### src/rtl/axis_rr_arbiter.sv
// Round-robin arbiter that merges NUM_SRC AXI-Stream sources into one registered output.
// Each grant lasts for one burst. A burst ends on the source tlast or after MAX_BURST beats.
// Optional: define AXIS_ARB_TDEST_EN to add m00_axis_tdest, which carries the index of the
// source that produced each beat.
module axis_rr_arbiter #(
  parameter int unsigned DATA_SIZE = 32,
  parameter int unsigned NUM_SRC   = 4,
  parameter int unsigned MAX_BURST = 16,
  localparam int unsigned StrbW    = DATA_SIZE / 8,
  localparam int unsigned IdxW     = (NUM_SRC > 1) ? $clog2(NUM_SRC) : 1,
  localparam int unsigned CntW     = $clog2(MAX_BURST) + 1
) (
  input  logic                         axis_aclk,
  input  logic                         axis_areset,
  input  logic [NUM_SRC*DATA_SIZE-1:0] s_axis_tdata,
  input  logic [NUM_SRC*StrbW-1:0]     s_axis_tstrb,
  input  logic [NUM_SRC-1:0]           s_axis_tvalid,
  input  logic [NUM_SRC-1:0]           s_axis_tlast,
  output logic [NUM_SRC-1:0]           s_axis_tready,
  output logic [DATA_SIZE-1:0]         m00_axis_tdata,
  output logic [StrbW-1:0]             m00_axis_tstrb,
`ifdef AXIS_ARB_TDEST_EN
  output logic [IdxW-1:0]              m00_axis_tdest,
`endif
  output logic                         m00_axis_tvalid,
  output logic                         m00_axis_tlast,
  input  logic                         m00_axis_tready,
  output logic [NUM_SRC-1:0]           grant,
  output logic                         busy
);

  typedef enum logic [0:0] {StIdle, StGrant} state_e;

  state_e               state_q, state_d;
  logic [NUM_SRC-1:0]   grant_q, grant_d;
  logic [IdxW-1:0]      gidx_q, gidx_d;
  logic [IdxW-1:0]      last_q, last_d;
  logic [CntW-1:0]      cnt_q, cnt_d;

  logic [DATA_SIZE-1:0] tdata_q, tdata_d;
  logic [StrbW-1:0]     tstrb_q, tstrb_d;
  logic                 tvalid_q, tvalid_d;
  logic                 tlast_q, tlast_d;
`ifdef AXIS_ARB_TDEST_EN
  logic [IdxW-1:0]      tdest_q, tdest_d;
`endif

  logic                 win_found;
  logic [IdxW-1:0]      win_idx;
  int unsigned          cand;
  logic [IdxW-1:0]      cand_idx;

  logic                 out_ready;
  logic                 sel_valid;
  logic                 sel_last;
  logic [DATA_SIZE-1:0] sel_data;
  logic [StrbW-1:0]     sel_strb;
  logic                 accept;
  logic                 burst_end;

  // Rotating priority search: first valid source after the previous winner, with wrap.
  always_comb begin
    win_found = 1'b0;
    win_idx   = '0;
    cand      = 0;
    cand_idx  = '0;
    for (int unsigned i = 0; i < NUM_SRC; i++) begin
      cand     = (32'(last_q) + 32'd1 + i) % NUM_SRC;
      cand_idx = IdxW'(cand);
      if (!win_found && s_axis_tvalid[cand_idx]) begin
        win_found = 1'b1;
        win_idx   = cand_idx;
      end
    end
  end

  // Granted-source mux and handshake qualification.
  always_comb begin
    out_ready = ~tvalid_q | m00_axis_tready;
    sel_valid = s_axis_tvalid[gidx_q];
    sel_last  = s_axis_tlast[gidx_q];
    sel_data  = s_axis_tdata[32'(gidx_q) * DATA_SIZE +: DATA_SIZE];
    sel_strb  = s_axis_tstrb[32'(gidx_q) * StrbW +: StrbW];
    accept    = (state_q == StGrant) & out_ready & sel_valid;
    // cnt_q counts beats already accepted, so MAX_BURST-1 marks the final allowed beat.
    burst_end = accept & (sel_last | (cnt_q == CntW'(MAX_BURST - 1)));
    s_axis_tready = ((state_q == StGrant) && out_ready) ? grant_q : '0;
  end

  // Arbitration FSM next-state: pick a winner in idle, count beats while granted.
  always_comb begin
    state_d = state_q;
    grant_d = grant_q;
    gidx_d  = gidx_q;
    last_d  = last_q;
    cnt_d   = cnt_q;
    unique case (state_q)
      StIdle: begin
        if (win_found) begin
          state_d = StGrant;
          gidx_d  = win_idx;
          grant_d = NUM_SRC'(1) << win_idx;
        end
      end
      StGrant: begin
        if (accept) begin
          cnt_d = cnt_q + CntW'(1);
        end
        if (burst_end) begin
          state_d = StIdle;
          grant_d = '0;
          last_d  = gidx_q;
          cnt_d   = '0;
        end
      end
      default: state_d = StIdle;
    endcase
  end

  // Output register: load on acceptance, otherwise drop valid once the beat drains.
  always_comb begin
    tdata_d  = tdata_q;
    tstrb_d  = tstrb_q;
    tvalid_d = tvalid_q;
    tlast_d  = tlast_q;
`ifdef AXIS_ARB_TDEST_EN
    tdest_d  = tdest_q;
`endif
    if (accept) begin
      tdata_d  = sel_data;
      tstrb_d  = sel_strb;
      tvalid_d = 1'b1;
      tlast_d  = burst_end;
`ifdef AXIS_ARB_TDEST_EN
      tdest_d  = gidx_q;
`endif
    end else if (tvalid_q && m00_axis_tready) begin
      tvalid_d = 1'b0;
    end
  end

  // State and datapath registers; reset drops any beat held in the output stage.
  always_ff @(posedge axis_aclk or posedge axis_areset) begin
    if (axis_areset) begin
      state_q  <= StIdle;
      grant_q  <= '0;
      gidx_q   <= '0;
      last_q   <= IdxW'(NUM_SRC - 1);
      cnt_q    <= '0;
      tdata_q  <= '0;
      tstrb_q  <= '0;
      tvalid_q <= 1'b0;
      tlast_q  <= 1'b0;
`ifdef AXIS_ARB_TDEST_EN
      tdest_q  <= '0;
`endif
    end else begin
      state_q  <= state_d;
      grant_q  <= grant_d;
      gidx_q   <= gidx_d;
      last_q   <= last_d;
      cnt_q    <= cnt_d;
      tdata_q  <= tdata_d;
      tstrb_q  <= tstrb_d;
      tvalid_q <= tvalid_d;
      tlast_q  <= tlast_d;
`ifdef AXIS_ARB_TDEST_EN
      tdest_q  <= tdest_d;
`endif
    end
  end

  assign m00_axis_tdata  = tdata_q;
  assign m00_axis_tstrb  = tstrb_q;
  assign m00_axis_tvalid = tvalid_q;
  assign m00_axis_tlast  = tlast_q;
`ifdef AXIS_ARB_TDEST_EN
  assign m00_axis_tdest  = tdest_q;
`endif
  assign grant           = grant_q;
  assign busy            = (state_q == StGrant);

endmodule

### config.mk
export PLATFORM = sky130hd
export DESIGN_NAME = axis_rr_arbiter
export DESIGN_NICKNAME = d
export VERILOG_FILES = /design/src/rtl/axis_rr_arbiter.sv
export SDC_FILE = /design/constraint.sdc
export NUM_CORES = 1
export LEC_CHECK = 0
export BUFFER_PORTS_ARGS = -buffer_cell sky130_fd_sc_hd__buf_2
export CORE_UTILIZATION = 46
export CTS_CLUSTER_DIAMETER = 150
export DETAILED_ROUTE_END_ITERATION = 7
export PLACE_DENSITY = 0.95
export SLEW_MARGIN = 20
export SYNTH_ARGS = -nofsm -noshare
export SYNTH_HDL_FRONTEND = slang
export SYNTH_SLANG_ARGS = --single-unit
### constraint.sdc
create_clock -name axis_aclk -period 2.75 [get_ports axis_aclk]
set_clock_uncertainty 0.15 [all_clocks]
set_input_delay 0.275 -clock axis_aclk [delete_from_list [all_inputs] [get_ports axis_aclk]]
set_output_delay 0.275 -clock axis_aclk [all_outputs]
set_load 0.05 [all_outputs]
---- Word-level counts from Yosys, hierarchy flattened ----
Index checks and enable logic that the tools add are counted.
word-level totals
  memory bits (writable) .................. 0
  output and inout port bits .............. 47
  input bits .............................. 155
  bits in registers ....................... 52
  logic and storage cells ................. 77
  latch bits .............................. 0
  bits in read-only memories .............. 0
  memories ................................ 0
operators by class
  eq/ne operators ......................... 3
  bitwise operators ....................... 7
  shift-type cells ........................ 3
  magnitude comparators ................... 5
  div/mod/pow operators ................... 0
  $mul .................................... 0
  multiplexer cells ....................... 31
  add/sub/neg operators ................... 5
  reductions and logical operators ........ 14
operator list
  operator             count
  $shiftx 128x8->32    1
  $shiftx 16x5->4      1
  $lt 2x3->1 const B   5
  $mux 1               14
  $bmux 1 s2           6
  $mux 4               3
  $mux 5               2
  $mux 2               4
  $pmux 4 s2           1
  $reduce_and 2->1     4
  $add 5x1->5 const B  1
  $eq 5x4->1 const B   1
  $logic_and 1x1->1    5
  $add 2x1->2 const B  2
  $add 2x2->2 const B  2
  $reduce_bool 2->1    2
  $shl 1x2->4 const A  1
  $and 1x1->1          3
  $logic_not 1->1      3
  $ne 2x1->1 const B   1
  $ne 2x2->1 const B   1
  $not 1->1            2
  $or 1x1->1           2
  $pmux 1 s2           1

---- Depth between registers and ports, before layout ----
  depth after elaboration ................. 16
  mapped depth ............................ 6
  depth with buffers taken out ............ 6

---- Worst setup path after synthesis ----
OpenSTA, ideal clock, no wires.
  path kind ............................... flip-flop to flip-flop
  from .................................... reg gidx_q[1]
  to ...................................... reg tdata_q[5], in the netlist m00_axis_tdata[5]
  slack ................................... 898 ps
  stages on the path, launching flop included .. 5
  library setup time ...................... 125 ps
  data required time ...................... 2,475 ps
  path buffers ............................ 1
  arrival ................................. 1,577 ps
  clock period less this slack ............ 1,852 ps
  cells stage by stage .................... dfrtp_1 > mux4_2 > nand3_4 > buf_4 > mux2_2
between the ends
  longest elaborated chain between the ends .. 3
  elaborated cells between the ends (all ways) .. 4
  those cells by class .................... 1 x shift; 2 x mux; 1 x bitwise
RTL lines
  item                                                       line  RTL
  from (decl)                                                36    logic [IdxW-1:0] gidx_q, gidx_d;
  from (signal assigned)                                     160   gidx_q <= gidx_d;
  branches (longest 3 deep; another with $shiftx 128x8->32)  n/a
  to (signal assigned)                                       163   tdata_q <= tdata_d;
  to (decl)                                                  40    logic [DATA_SIZE-1:0] tdata_q, tdata_d;
Parallel ways; which one is timed is not known. The select of a mux whose other input is x is not followed.
A chain may end at the register's enable or synchronous reset.

---- Final worst setup path ----
  from .................................... reg gidx_q[1]
  to ...................................... reg last_q[1]
between the ends
  longest elaborated chain between the ends .. 5
  elaborated cells between the ends (all ways) .. 8
  those cells by class .................... 4 x mux; 3 x bitwise; 1 x reduce/logical
RTL lines
  item                                              line    RTL
  $bmux 1 s2 (on tied branches)                     80, 81
  $mux 1 (on tied branches)                         80, 81
  $and 1x1->1 / $or 1x1->1 (equally long branches)  84, 86
  $and 1x1->1                                       86      burst_end = accept & (sel_last | (cnt_q == CntW'(MAX_BURST - 1)));
  $reduce_and 2->1 (no line)                        n/a
  to (signal assigned)                              148     last_q <= IdxW'(NUM_SRC - 1);
  to (signal assigned)                              161     last_q <= last_d;
  to (decl)                                         37      logic [IdxW-1:0] last_q, last_d;
Parallel ways exist; a longest one is shown, timed or not. The select of a mux whose other input is x is not followed.

==> flow_summary.ini <==
[logic_synthesis]
synthCells = 203
netlist.area_leader.share = 0.408
synth_compound_area_frac = 0.0486
mappedNetlistArea_um2 = 3070
yosys.area_share.simple = 0.0616
synth_edf_count = 0
synth_ff_type = dfrtp_1
synth_adder_area_share = 0.00816
synth_area_leader_cell = dfrtp_1
synth_top_family_by_area = multiplexers
muxShareOfSynthArea = 0.419
synth.net_count = 360
synth_seq_area_share = 0.425
ys_top_cells_by_area = dfrtp_1, mux4_2, mux2_1
ys_ff_latch = 52
async_flop_share = 1.00
yosysUniqueCellTypes = 36
synth_warnings = 0
synth_xor_area_frac = 0
postSynthAreaPerCell_um2 = 15.1

[final_layout]
regArea_um2 = 1310
n_antenna_cell = 0
fillers = 484
multi_input_area_um2 = 1650
layout.cells.most_common = buf_2
fin_cells = 479
finish.instance_area_um2 = 4240
layout_common_cells = buf_2, dfrtp_1, mux4_2
drive_above_1_share = 0.664
nets = 558
area_growth_pct = 38.4

[route]
drtIter0Drc = 59
wl_per_cell_um = 17.2
drc = 0
via_per_inst = 5.62
ant_nets = 0
first_pass_iters = 4
postRouteWirelength_um = 8250
dr_total_vias = 2692

[timing]
tightestPinTransition_ps = 642
fin_crit_sh = 0.828
min_period_ps = 2280
rsz0062_at_grt = no
final_hold_viol_count = 0
fin_ws_ps = 472
relSlewSlack = 0.572
slew_violations = 0
fmax_mhz = 439
setup_violations = 0
hold_ws_ps = 239
finalSetupTns_ps = 0

[placement]
placed_cells = 470
dp_hpwl_um = 6420
io_buffers = 201
post-place-ws_ps = 460
gp_congestion = 0.914
placed_area_um2 = 4130

[grt]
gr-usage-met2 = 0.450
grt_pass1_wl_um = 13000
grt_pass1_vias = 2802
busiest_layer = met2
antenna_found_initial = 0
overflow = 0
grt_use_met1 = 0.259
grt_max_degree = 46
use_met3 = 0.0633
grt_use_total = 0.239

[hold_path]
hold_path.class = primary input to flop

[pwr]
peakVddDrop_v = 0.000752
power.density_nw_per_um2 = 1280
p_leak_uw = 0.00206

[clock_network]
cts_tree = done
h-tree-depth = 2
cts_buffers = 5
clock-sinks = 52
root_buffer = clkbuf_8
cts.clk_slew.worst_paths_ps = 90
cts_buffer_depth = 2
postCtsResizedCells = 0
post_cts_buffers = 0
clk_latency_ps = 300

[floorplanning]
pin_count = 202
die_area_um2 = 7000
core_area_um2 = 6390
die_y_um = 83.7
chipWidth_um = 83.7
start_util = 0.480
rows = 29

[setup_path]
cp.required_ps = 2830
start_kind = flop
endpoint_kind = flop
arrival_ps = 2360
worstSetupPathType = flop to flop
crit_fanout = 45

[flow_run]
cap_violations = 0

[status]
outcome = completed
==> layer usage <==
metal	up-vias	wire length, µm	share of wire
li1	1193	-	-
met1	1335	2950	0.36
met2	147	4520	0.55
met3	17	640	0.078
met4	0	142	0.017
met5	-	0	0
==> critical path: stages (launching register included) <==
cell and delay [ps]:
dfrtp_2 430, mux4_2 370, nand3_4 500, nor2_4 400, mux2_1 360
==> synthesized netlist by cell type, types with 3 or more instances <==
cell type / n
and3_1: 5
buf_4: 4
nand2b_1: 3
mux2_2: 8
inv_1: 6
mux4_2: 38
mux2_1: 30
o21ai_0: 5
nand2_1: 10
nor2_1: 3
buf_2: 3
buf_6: 3
dfrtp_1: 50
clkbuf_1: 4
==> through the flow <==
| step | total power (µW) | util |
|---|---|---|
| after floorplan | 4210 | - |
| after global placement | 4820 | 0.646 |
| after detailed placement | 4960 | 0.646 |
| after CTS | 5470 | 0.664 |
| after global routing | 5730 | 0.664 |
| final | 5420 | 0.664 |
==> power by group <==
group | internal (µW) | switching (µW) | total, µW | leakage, µW
clock network | 270 | 242 | 513 | 0.0000552
logic | 1300 | 2200 | 3490 | 0.00139
registers | 1180 | 241 | 1420 | 0.000614
==> layout make-up <==
type / instances / share of cell area
Multi-Input combinational cell: 131 / 0.388
Sequential cell: 52 / 0.308
Timing Repair Buffer: 205 / 0.251
Tap cell: 77 / 0.0227
Clock buffer: 6 / 0.0171
Clock inverter: 2 / 0.00826
Inverter: 6 / 0.00531
==> worst paths after layout <==
kind                                           startpoint                              to  slack (ps)  depth (start not counted)
max in group asynchronous                     axis_areset           last_q[1]$_DFFE_PP1P_        1400                          4
setup / recovery                    gidx_q[1]$_DFFE_PP0P_           last_q[1]$_DFFE_PP1P_         470                          4
min in group asynchronous                     axis_areset   m00_axis_tdata[9]$_DFFE_PP0P_         440                          3
hold / removal                           s_axis_tvalid[3]                  busy$_DFF_PP0_         240                          3
setup reg to reg                    gidx_q[1]$_DFFE_PP0P_           last_q[1]$_DFFE_PP1P_         470                          4
hold reg to reg            m00_axis_tdata[17]$_DFFE_PP0P_  m00_axis_tdata[17]$_DFFE_PP0P_         340                          1
==> cells by family after synthesis <==
group           after synthesis
simple gates                 32
fa+ha+maj                     2
buf+inv                      20
flops                        52
mux                          76
compound gates               21
==> sequential cells by signal (all words and copies together) (netlist names) <==
name and flops:
last_q 2, m00_axis_tvalid 1, busy 1, grant 4
m00_axis_tstrb 4, gidx_q 2, m00_axis_tdata 32, m00_axis_tlast 1
cnt_q 5
==> timing repair <==
action                     4_1_cts  5_1_grt
setup endpoints to repair        0        0
hold buffers                     1        0
hold endpoints to repair        24        0
Note: power is estimated with default switching activity, not from simulation.
